## config.mk

```make
export PLATFORM = sky130hd
export DESIGN_NAME = uart_tx_arbiter_flat
export DESIGN_NICKNAME = d
export VERILOG_FILES = /design/src/rtl/uart_tx_arbiter_if.sv /design/src/rtl/uart_tx_arbiter.sv /design/src/flat_wrapper.sv
export SDC_FILE = /design/constraint.sdc
export NUM_CORES = 1
export LEC_CHECK = 0
export ABC_AREA = 1
export BUFFER_PORTS_ARGS = -buffer_cell sky130_fd_sc_hd__buf_2
export CORE_ASPECT_RATIO = 0.9
export CORE_MARGIN = 8
export CORE_UTILIZATION = 43
export CTS_CLUSTER_DIAMETER = 40
export CTS_CLUSTER_SIZE = 25
export DETAILED_ROUTE_END_ITERATION = 8
export GPL_TIMING_DRIVEN = 0
export HOLD_SLACK_MARGIN = 0.05
export PLACE_DENSITY = 0.67
export SLEW_MARGIN = 20
export SYNTH_ARGS = -nofsm -noshare
export SYNTH_HDL_FRONTEND = slang
export SYNTH_SLANG_ARGS = --single-unit
```

## constraint.sdc

```tcl
create_clock -name clk -period 5 [get_ports clk]
set_input_delay 0.25 -clock clk [delete_from_list [all_inputs] [get_ports clk]]
set_output_delay 0.25 -clock clk [all_outputs]
set_load 0.02 [all_outputs]
```

## src/rtl/uart_tx_arbiter_if.sv

```systemverilog
// uart_tx_arbiter_if: bundle of the requester byte streams, the uart_tx handshake and the
// arbiter status outputs.
//   req_valid/req_data/req_last : requester byte offers (byte i in req_data[8i+7:8i])
//   req_ready                   : one-cycle accept pulse per requester
//   tx_start/tx_data            : byte launch towards uart_tx
//   tx_busy/tx_done             : uart_tx status
//   grant_id/grant_locked       : current/last grant and frame-lock flag
//   timeout_err                 : watchdog abort pulse
// Modport slave is the arbiter; modport master is everything around it.
interface uart_tx_arbiter_if #(
  parameter int unsigned NUM_REQ = 4
) ();
  localparam int unsigned IdW = (NUM_REQ > 1) ? $clog2(NUM_REQ) : 1;

  logic [NUM_REQ-1:0]   req_valid;
  logic [8*NUM_REQ-1:0] req_data;
  logic [NUM_REQ-1:0]   req_last;
  logic [NUM_REQ-1:0]   req_ready;
  logic                 tx_start;
  logic [7:0]           tx_data;
  logic                 tx_busy;
  logic                 tx_done;
  logic [IdW-1:0]       grant_id;
  logic                 grant_locked;
  logic                 timeout_err;

  modport slave (
    input  req_valid, req_data, req_last, tx_busy, tx_done,
    output req_ready, tx_start, tx_data, grant_id, grant_locked, timeout_err
  );

  modport master (
    output req_valid, req_data, req_last, tx_busy, tx_done,
    input  req_ready, tx_start, tx_data, grant_id, grant_locked, timeout_err
  );
endinterface

```

## src/rtl/uart_tx_arbiter.sv

```systemverilog
// uart_tx_arbiter: round-robin sharing of one uart_tx among NUM_REQ byte-stream requesters.
// A granted byte is launched with a one-cycle tx_start; the arbiter then waits for tx_done.
// A frame (bytes up to req_last) keeps the grant locked to one requester. A watchdog aborts
// the wait (and the frame lock) if tx_done never arrives.
// Ports:
//   clk, rst_n : clock, asynchronous active-low reset
//   bus        : uart_tx_arbiter_if.slave (requesters, uart_tx handshake, status)
module uart_tx_arbiter #(
  parameter int unsigned NUM_REQ        = 4,
  parameter int unsigned TIMEOUT_CYCLES = 16384
) (
  input logic              clk,
  input logic              rst_n,
  uart_tx_arbiter_if.slave bus
);
  localparam int unsigned    IdW     = (NUM_REQ > 1) ? $clog2(NUM_REQ) : 1;
  localparam int unsigned    WdW     = (TIMEOUT_CYCLES > 1) ? $clog2(TIMEOUT_CYCLES) : 1;
  localparam logic [WdW-1:0] WdLast  = WdW'(TIMEOUT_CYCLES - 1);
  localparam logic [IdW-1:0] PtrInit = IdW'(NUM_REQ - 1);

  typedef enum logic {StIdle, StWait} state_e;

  state_e               state_q, state_d;
  logic [IdW-1:0]       ptr_q, ptr_d;
  logic [IdW-1:0]       grant_id_q, grant_id_d;
  logic                 grant_locked_q, grant_locked_d;
  logic [WdW-1:0]       wdog_q, wdog_d;
  logic                 tx_start_q, tx_start_d;
  logic [7:0]           tx_data_q, tx_data_d;
  logic [NUM_REQ-1:0]   req_ready_q, req_ready_d;
  logic                 timeout_err_q, timeout_err_d;

  logic [7:0]           req_bytes [NUM_REQ];
  logic                 cand_found;
  logic [IdW-1:0]       cand_idx;
  logic [IdW-1:0]       scan_idx;

  for (genvar gi = 0; gi < NUM_REQ; gi++) begin : g_bytes
    assign req_bytes[gi] = bus.req_data[8*gi +: 8];
  end

  // Candidate selection: a locked frame only considers its owner; otherwise scan
  // ptr+1, ptr+2, ... so the most recent winner has the lowest priority.
  always_comb begin
    cand_found = 1'b0;
    cand_idx   = grant_id_q;
    scan_idx   = '0;
    if (grant_locked_q) begin
      cand_found = bus.req_valid[grant_id_q];
    end else begin
      for (int unsigned off = 1; off <= NUM_REQ; off++) begin
        scan_idx = IdW'((32'(ptr_q) + off) % NUM_REQ);
        if (!cand_found && bus.req_valid[scan_idx]) begin
          cand_found = 1'b1;
          cand_idx   = scan_idx;
        end
      end
    end
  end

  always_comb begin
    state_d        = state_q;
    ptr_d          = ptr_q;
    grant_id_d     = grant_id_q;
    grant_locked_d = grant_locked_q;
    wdog_d         = wdog_q;
    tx_data_d      = tx_data_q;
    tx_start_d     = 1'b0;
    req_ready_d    = '0;
    timeout_err_d  = 1'b0;
    unique case (state_q)
      StIdle: begin
        // tx_done is deliberately ignored here.
        if (!bus.tx_busy && cand_found) begin
          tx_start_d     = 1'b1;
          tx_data_d      = req_bytes[cand_idx];
          req_ready_d    = {{(NUM_REQ-1){1'b0}}, 1'b1} << cand_idx;
          grant_id_d     = cand_idx;
          ptr_d          = cand_idx;
          grant_locked_d = ~bus.req_last[cand_idx];
          wdog_d         = '0;
          state_d        = StWait;
        end
      end
      StWait: begin
        if (bus.tx_done) begin
          state_d = StIdle;
        end else if (wdog_q == WdLast) begin
          // Lost tx_done: drop the frame so other requesters are not starved.
          timeout_err_d  = 1'b1;
          grant_locked_d = 1'b0;
          state_d        = StIdle;
        end else begin
          wdog_d = wdog_q + WdW'(1);
        end
      end
      default: state_d = StIdle;
    endcase
  end

  always_ff @(posedge clk or negedge rst_n) begin
    if (!rst_n) begin
      state_q        <= StIdle;
      ptr_q          <= PtrInit;
      grant_id_q     <= '0;
      grant_locked_q <= 1'b0;
      wdog_q         <= '0;
      tx_start_q     <= 1'b0;
      tx_data_q      <= '0;
      req_ready_q    <= '0;
      timeout_err_q  <= 1'b0;
    end else begin
      state_q        <= state_d;
      ptr_q          <= ptr_d;
      grant_id_q     <= grant_id_d;
      grant_locked_q <= grant_locked_d;
      wdog_q         <= wdog_d;
      tx_start_q     <= tx_start_d;
      tx_data_q      <= tx_data_d;
      req_ready_q    <= req_ready_d;
      timeout_err_q  <= timeout_err_d;
    end
  end

  assign bus.req_ready    = req_ready_q;
  assign bus.tx_start     = tx_start_q;
  assign bus.tx_data      = tx_data_q;
  assign bus.grant_id     = grant_id_q;
  assign bus.grant_locked = grant_locked_q;
  assign bus.timeout_err  = timeout_err_q;
endmodule

```

## src/flat_wrapper.sv

```systemverilog
// flat-port wrapper written by rule: the top's interface ports become plain ports
module uart_tx_arbiter_flat 
#(
  parameter int unsigned NUM_REQ        = 4,
  parameter int unsigned TIMEOUT_CYCLES = 16384
)
  (clk, rst_n, bus_req_valid, bus_req_data, bus_req_last, bus_tx_busy, bus_tx_done, bus_req_ready, bus_tx_start, bus_tx_data, bus_grant_id, bus_grant_locked, bus_timeout_err);
  uart_tx_arbiter_if #(.NUM_REQ(NUM_REQ)) bus_i ();
  input logic clk;
  input logic rst_n;
  input wire logic [$bits(bus_i.req_valid)-1:0] bus_req_valid;
  input wire logic [$bits(bus_i.req_data)-1:0] bus_req_data;
  input wire logic [$bits(bus_i.req_last)-1:0] bus_req_last;
  input wire logic [$bits(bus_i.tx_busy)-1:0] bus_tx_busy;
  input wire logic [$bits(bus_i.tx_done)-1:0] bus_tx_done;
  output wire logic [$bits(bus_i.req_ready)-1:0] bus_req_ready;
  output wire logic [$bits(bus_i.tx_start)-1:0] bus_tx_start;
  output wire logic [$bits(bus_i.tx_data)-1:0] bus_tx_data;
  output wire logic [$bits(bus_i.grant_id)-1:0] bus_grant_id;
  output wire logic [$bits(bus_i.grant_locked)-1:0] bus_grant_locked;
  output wire logic [$bits(bus_i.timeout_err)-1:0] bus_timeout_err;
  assign bus_i.req_valid = bus_req_valid;
  assign bus_i.req_data = bus_req_data;
  assign bus_i.req_last = bus_req_last;
  assign bus_i.tx_busy = bus_tx_busy;
  assign bus_i.tx_done = bus_tx_done;
  assign bus_req_ready = bus_i.req_ready;
  assign bus_tx_start = bus_i.tx_start;
  assign bus_tx_data = bus_i.tx_data;
  assign bus_grant_id = bus_i.grant_id;
  assign bus_grant_locked = bus_i.grant_locked;
  assign bus_timeout_err = bus_i.timeout_err;
  uart_tx_arbiter #(.NUM_REQ(NUM_REQ), .TIMEOUT_CYCLES(TIMEOUT_CYCLES)) u_core (.clk(clk), .rst_n(rst_n), .bus(bus_i));
endmodule
```

==> insert_results.sql <==
INSERT INTO impl_metrics (metric_group, metric, value, unit) VALUES
('cells_and_area', 'final_cell_mix', 'sky130_fd_sc_hd__nand2_1, sky130_fd_sc_hd__buf_2, sky130_fd_sc_hd__inv_1', ''),
('setup_path', 'critical_path.max_stage_delay', '0.55', 'ns'),
('pwr', 'cellPowerDensity', '726.4', 'nW/µm²'),
('synth', 'synth-simple-area-share', '41.50', '%'),
('setup_path', 'cp_data_required_time', '5.22', 'ns'),
('cells_and_area', 'number_of_fill_cells_in_the_layout', '554', ''),
('place', 'detailed_place_hpwl', '4861', 'µm'),
('synth', 'post_synth_mux_area_share', '0', '%'),
('cells_and_area', 'final_util', '52.82', '%'),
('detailed_routing', 'post_drt_wl_per_cell', '12.67', 'µm'),
('synth', 'netlist_area', '2466', 'µm²'),
('pwr', 'power.clock.fraction', '9.5', '%'),
('setup_path', 'cpMaxStageDelayCell', 'sky130_fd_sc_hd__dfstp_2', ''),
('sta', 'achievable_clock_frequency', '449.2', 'MHz'),
('synth', 'synth_xor_xnor_area_share', '1.421', '%'),
('setup_path', 'timing.setup.critical_path_class', 'flip-flop to flip-flop', ''),
('cts', 'cts_htree_levels', '2', ''),
('global_route', 'gr-usage-all-layers', '15.69', '%'),
('pwr', 'switching_share', '51.38', '%'),
('pwr', 'pwr-share-seq', '20.3', '%'),
('sta', 'period_needed', '2.226', 'ns'),
('setup_path', 'cp_max_fo', '10', ''),
('place', 'detailedPlace.worstSlack', '2.775', 'ns'),
('cts', 'clock_tree_from_tritoncts', 'done', ''),
('pwr', 'internal-power', '0.001044', 'W'),
('cts', 'cts.reportedPaths.clkPinSlew', '0.07', 'ns'),
('synth', 'syn-instance-count', '354', ''),
('detailed_routing', 'vias_per_std_cell', '4.895', ''),
('cells_and_area', 'post_route_cells_drive_above_1_share', '26.95', '%'),
('cts', 'numCtsBuffers', '5', ''),
('global_route', 'grt_util_met3', '5.656', '%'),
('setup_path', 'cp-start-kind', 'flip-flop', ''),
('cts', 'ctsRootBufferMaster', 'sky130_fd_sc_hd__clkbuf_8', ''),
('floorplanning', 'rows', '26', ''),
('sta', 'final-hold-violation-count', '0', ''),
('setup_path', 'timing.reg2reg.setup_slack', '2.77', 'ns'),
('synth', 'main_combinational_cell_family_by_area_after_synthesis', 'simple AND/OR/NAND/NOR gates', ''),
('floorplanning', 'chipWidth', '95.83', 'µm'),
('setup_path', 'worst_path_dominant_cell_family', 'simple AND/OR/NAND/NOR gates', ''),
('synth', 'synthesis.area_per_instance', '6.966', 'µm²'),
('sta', 'rsz0062_at_grt', 'no', ''),
('detailed_routing', 'post_route_drc', '0', ''),
('setup_path', 'path_cells', 'inv_2 -> buf_6 -> nand2_2 -> nand2_1 -> nand2_1 -> nand2_2 -> nor2_4 -> nand2_1 -> nand3_1 -> nand3_2 -> a21oi_2 -> buf_4 -> nand3_1 -> nand2_1 -> nand2_1 -> nand2_1', ''),
('synth', 'synth_compound_gate_area_share', '6.900', '%'),
('cts', 'cts_setup_buffers', '0', ''),
('synth', 'synth_fp_nets', '399', ''),
('cts', 'clk_latency', '0.28', 'ns'),
('global_route', 'grt_start_max_net_pins', '35', ''),
('min_path', 'classification_of_the_worst_slack_hold_path', 'input pin to flip-flop', ''),
('cts', 'tritoncts_num_sinks', '34', ''),
('sta', 'timing.final.setup_violations', '0', ''),
('pwr', 'max-vdd-ir-drop', '0.4058', 'mV'),
('setup_path', 'worstSetupEndpointType', 'flip-flop', ''),
('global_route', 'grt_pass1_wl', '10520', 'µm'),
('setup_path', 'worstPathArrival', '2.45', 'ns'),
('global_route', 'overflow', '0', ''),
('outcome', 'outcome', 'finished, final reports clean', ''),
('place', 'gpl.final_weighted_congestion', '0.8273', ''),
('synth', 'synth_adder_area_share', '0.5074', '%'),
('sta', 'relSlewSlack', '50.67', '%'),
('synth', 'yosys_warnings', '0', ''),
('global_route', 'grt_util_met1', '22.30', '%'),
('cells_and_area', 'finalNetCount', '467', ''),
('cts', 'cts.path.max_buffers', '2', ''),
('place', 'port_buffers', '60', ''),
('detailed_routing', 'via_count', '2413', ''),
('floorplanning', 'die_height', '87.85', 'µm'),
('sta', 'tightest_slew', '0.7399', 'ns'),
('sta', 'timing.hold.ws', '0.1633', 'ns'),
('synth', 'post_synthesis_register_bit_count', '34', ''),
('setup_path', 'critPathMostFrequentCell', 'sky130_fd_sc_hd__nand2_1', '');
[per-stage QoR]
step	cell area [µm²]	power, W	instances
after global placement	2854	0.001927	484
final	2955	0.002147	493
after global routing	2955	0.002363	493
after CTS	2955	0.002162	493
after detailed placement	2854	0.001950	484
after floorplan	2466	0.001599	354
[synthesized netlist by cell type (all sizes together)]
cell / instances / area, µm²
xor2: 4 / 35.03
nand3b: 3 / 22.52
clkbuf: 3 / 28.77
clkinv: 1 / 5.000
o21ai: 13 / 68.82
buf: 10 / 116.4
nor3: 5 / 25.02
a21oi: 12 / 63.81
inv: 59 / 221.5
nor2: 22 / 97.59
dfrtp: 32 / 800.8
a211oi: 1 / 7.510
nand4: 5 / 31.28
o31ai: 3 / 22.52
nand2: 119 / 509.2
dfstp: 2 / 52.55
nand3: 56 / 325.3
nor4: 2 / 12.51
ha: 1 / 12.51
o21a: 1 / 7.510
[power by group through the flow]
stage          Combinational [W]  Clock [W]  Sequential (W)
4_1_cts                  0.00152   0.000212        0.000435
3_5_place_dp             0.00151          0        0.000437
3_3_place_gp             0.00149          0        0.000436
5_1_grt                  0.00169   0.000227        0.000445
2_1_floorplan            0.00110          0        0.000499
6_report                 0.00151   0.000204        0.000436
[kinds of logic after synthesis]
kind of cell,Yosys count
simple gates,212
flops,34
buf+inv,73
compound gates,30
fa+ha+maj,1
xor+xnor,4
[area by class of cell]
type	count	area, µm²	area share, %
buffer	13	145.1	4.911
multi-input combinational	247	1241	42.00
timing repair buffer	61	310.3	10.50
clock buffer	7	86.33	2.921
sequential	34	853.3	28.87
tap	70	87.58	2.964
clock inverter	1	5.005	0.1693
inverter	60	226.5	7.663
[state kept, by name, indices dropped and copies added, names as in the netlist]
| name | flops |
|---|---|
| u_core.bus.grant_id | 2 |
| u_core.bus.grant_locked | 1 |
| u_core.bus.req_ready | 4 |
| u_core.bus.timeout_err | 1 |
| u_core.bus.tx_data | 8 |
| u_core.bus.tx_start | 1 |
| u_core.ptr_q | 2 |
| u_core.state_q | 1 |
| u_core.wdog_q | 14 |
[path summary, 6_finish.rpt]
check                                      startpoint                endpoint  cells after the start
worst max register to register        u_core.ptr_q[0]   u_core.bus.tx_data[3]                     16
min in group asynchronous                       rst_n  u_core.bus.timeout_err                      2
worst max-delay path                  u_core.ptr_q[0]   u_core.bus.tx_data[3]                     16
max in group asynchronous                       rst_n        u_core.wdog_q[8]                      2
worst min register to register  u_core.bus.tx_data[7]   u_core.bus.tx_data[7]                      2
worst min-delay path                      bus_tx_done  u_core.bus.timeout_err                      2
[per-layer routing]
metal  up-vias  share of wire (%)
li1       1246                  -
met1      1084                 49
met2        77                 42
met3         6                7.9
met4         0               0.59
met5         -                  0
[timing repair]
action,4_1_cts,5_1_grt
endpoints found under the hold margin,12,0
hold buffers,1,0
setup endpoints to repair,0,0
Power figures use the tool's default switching activity.
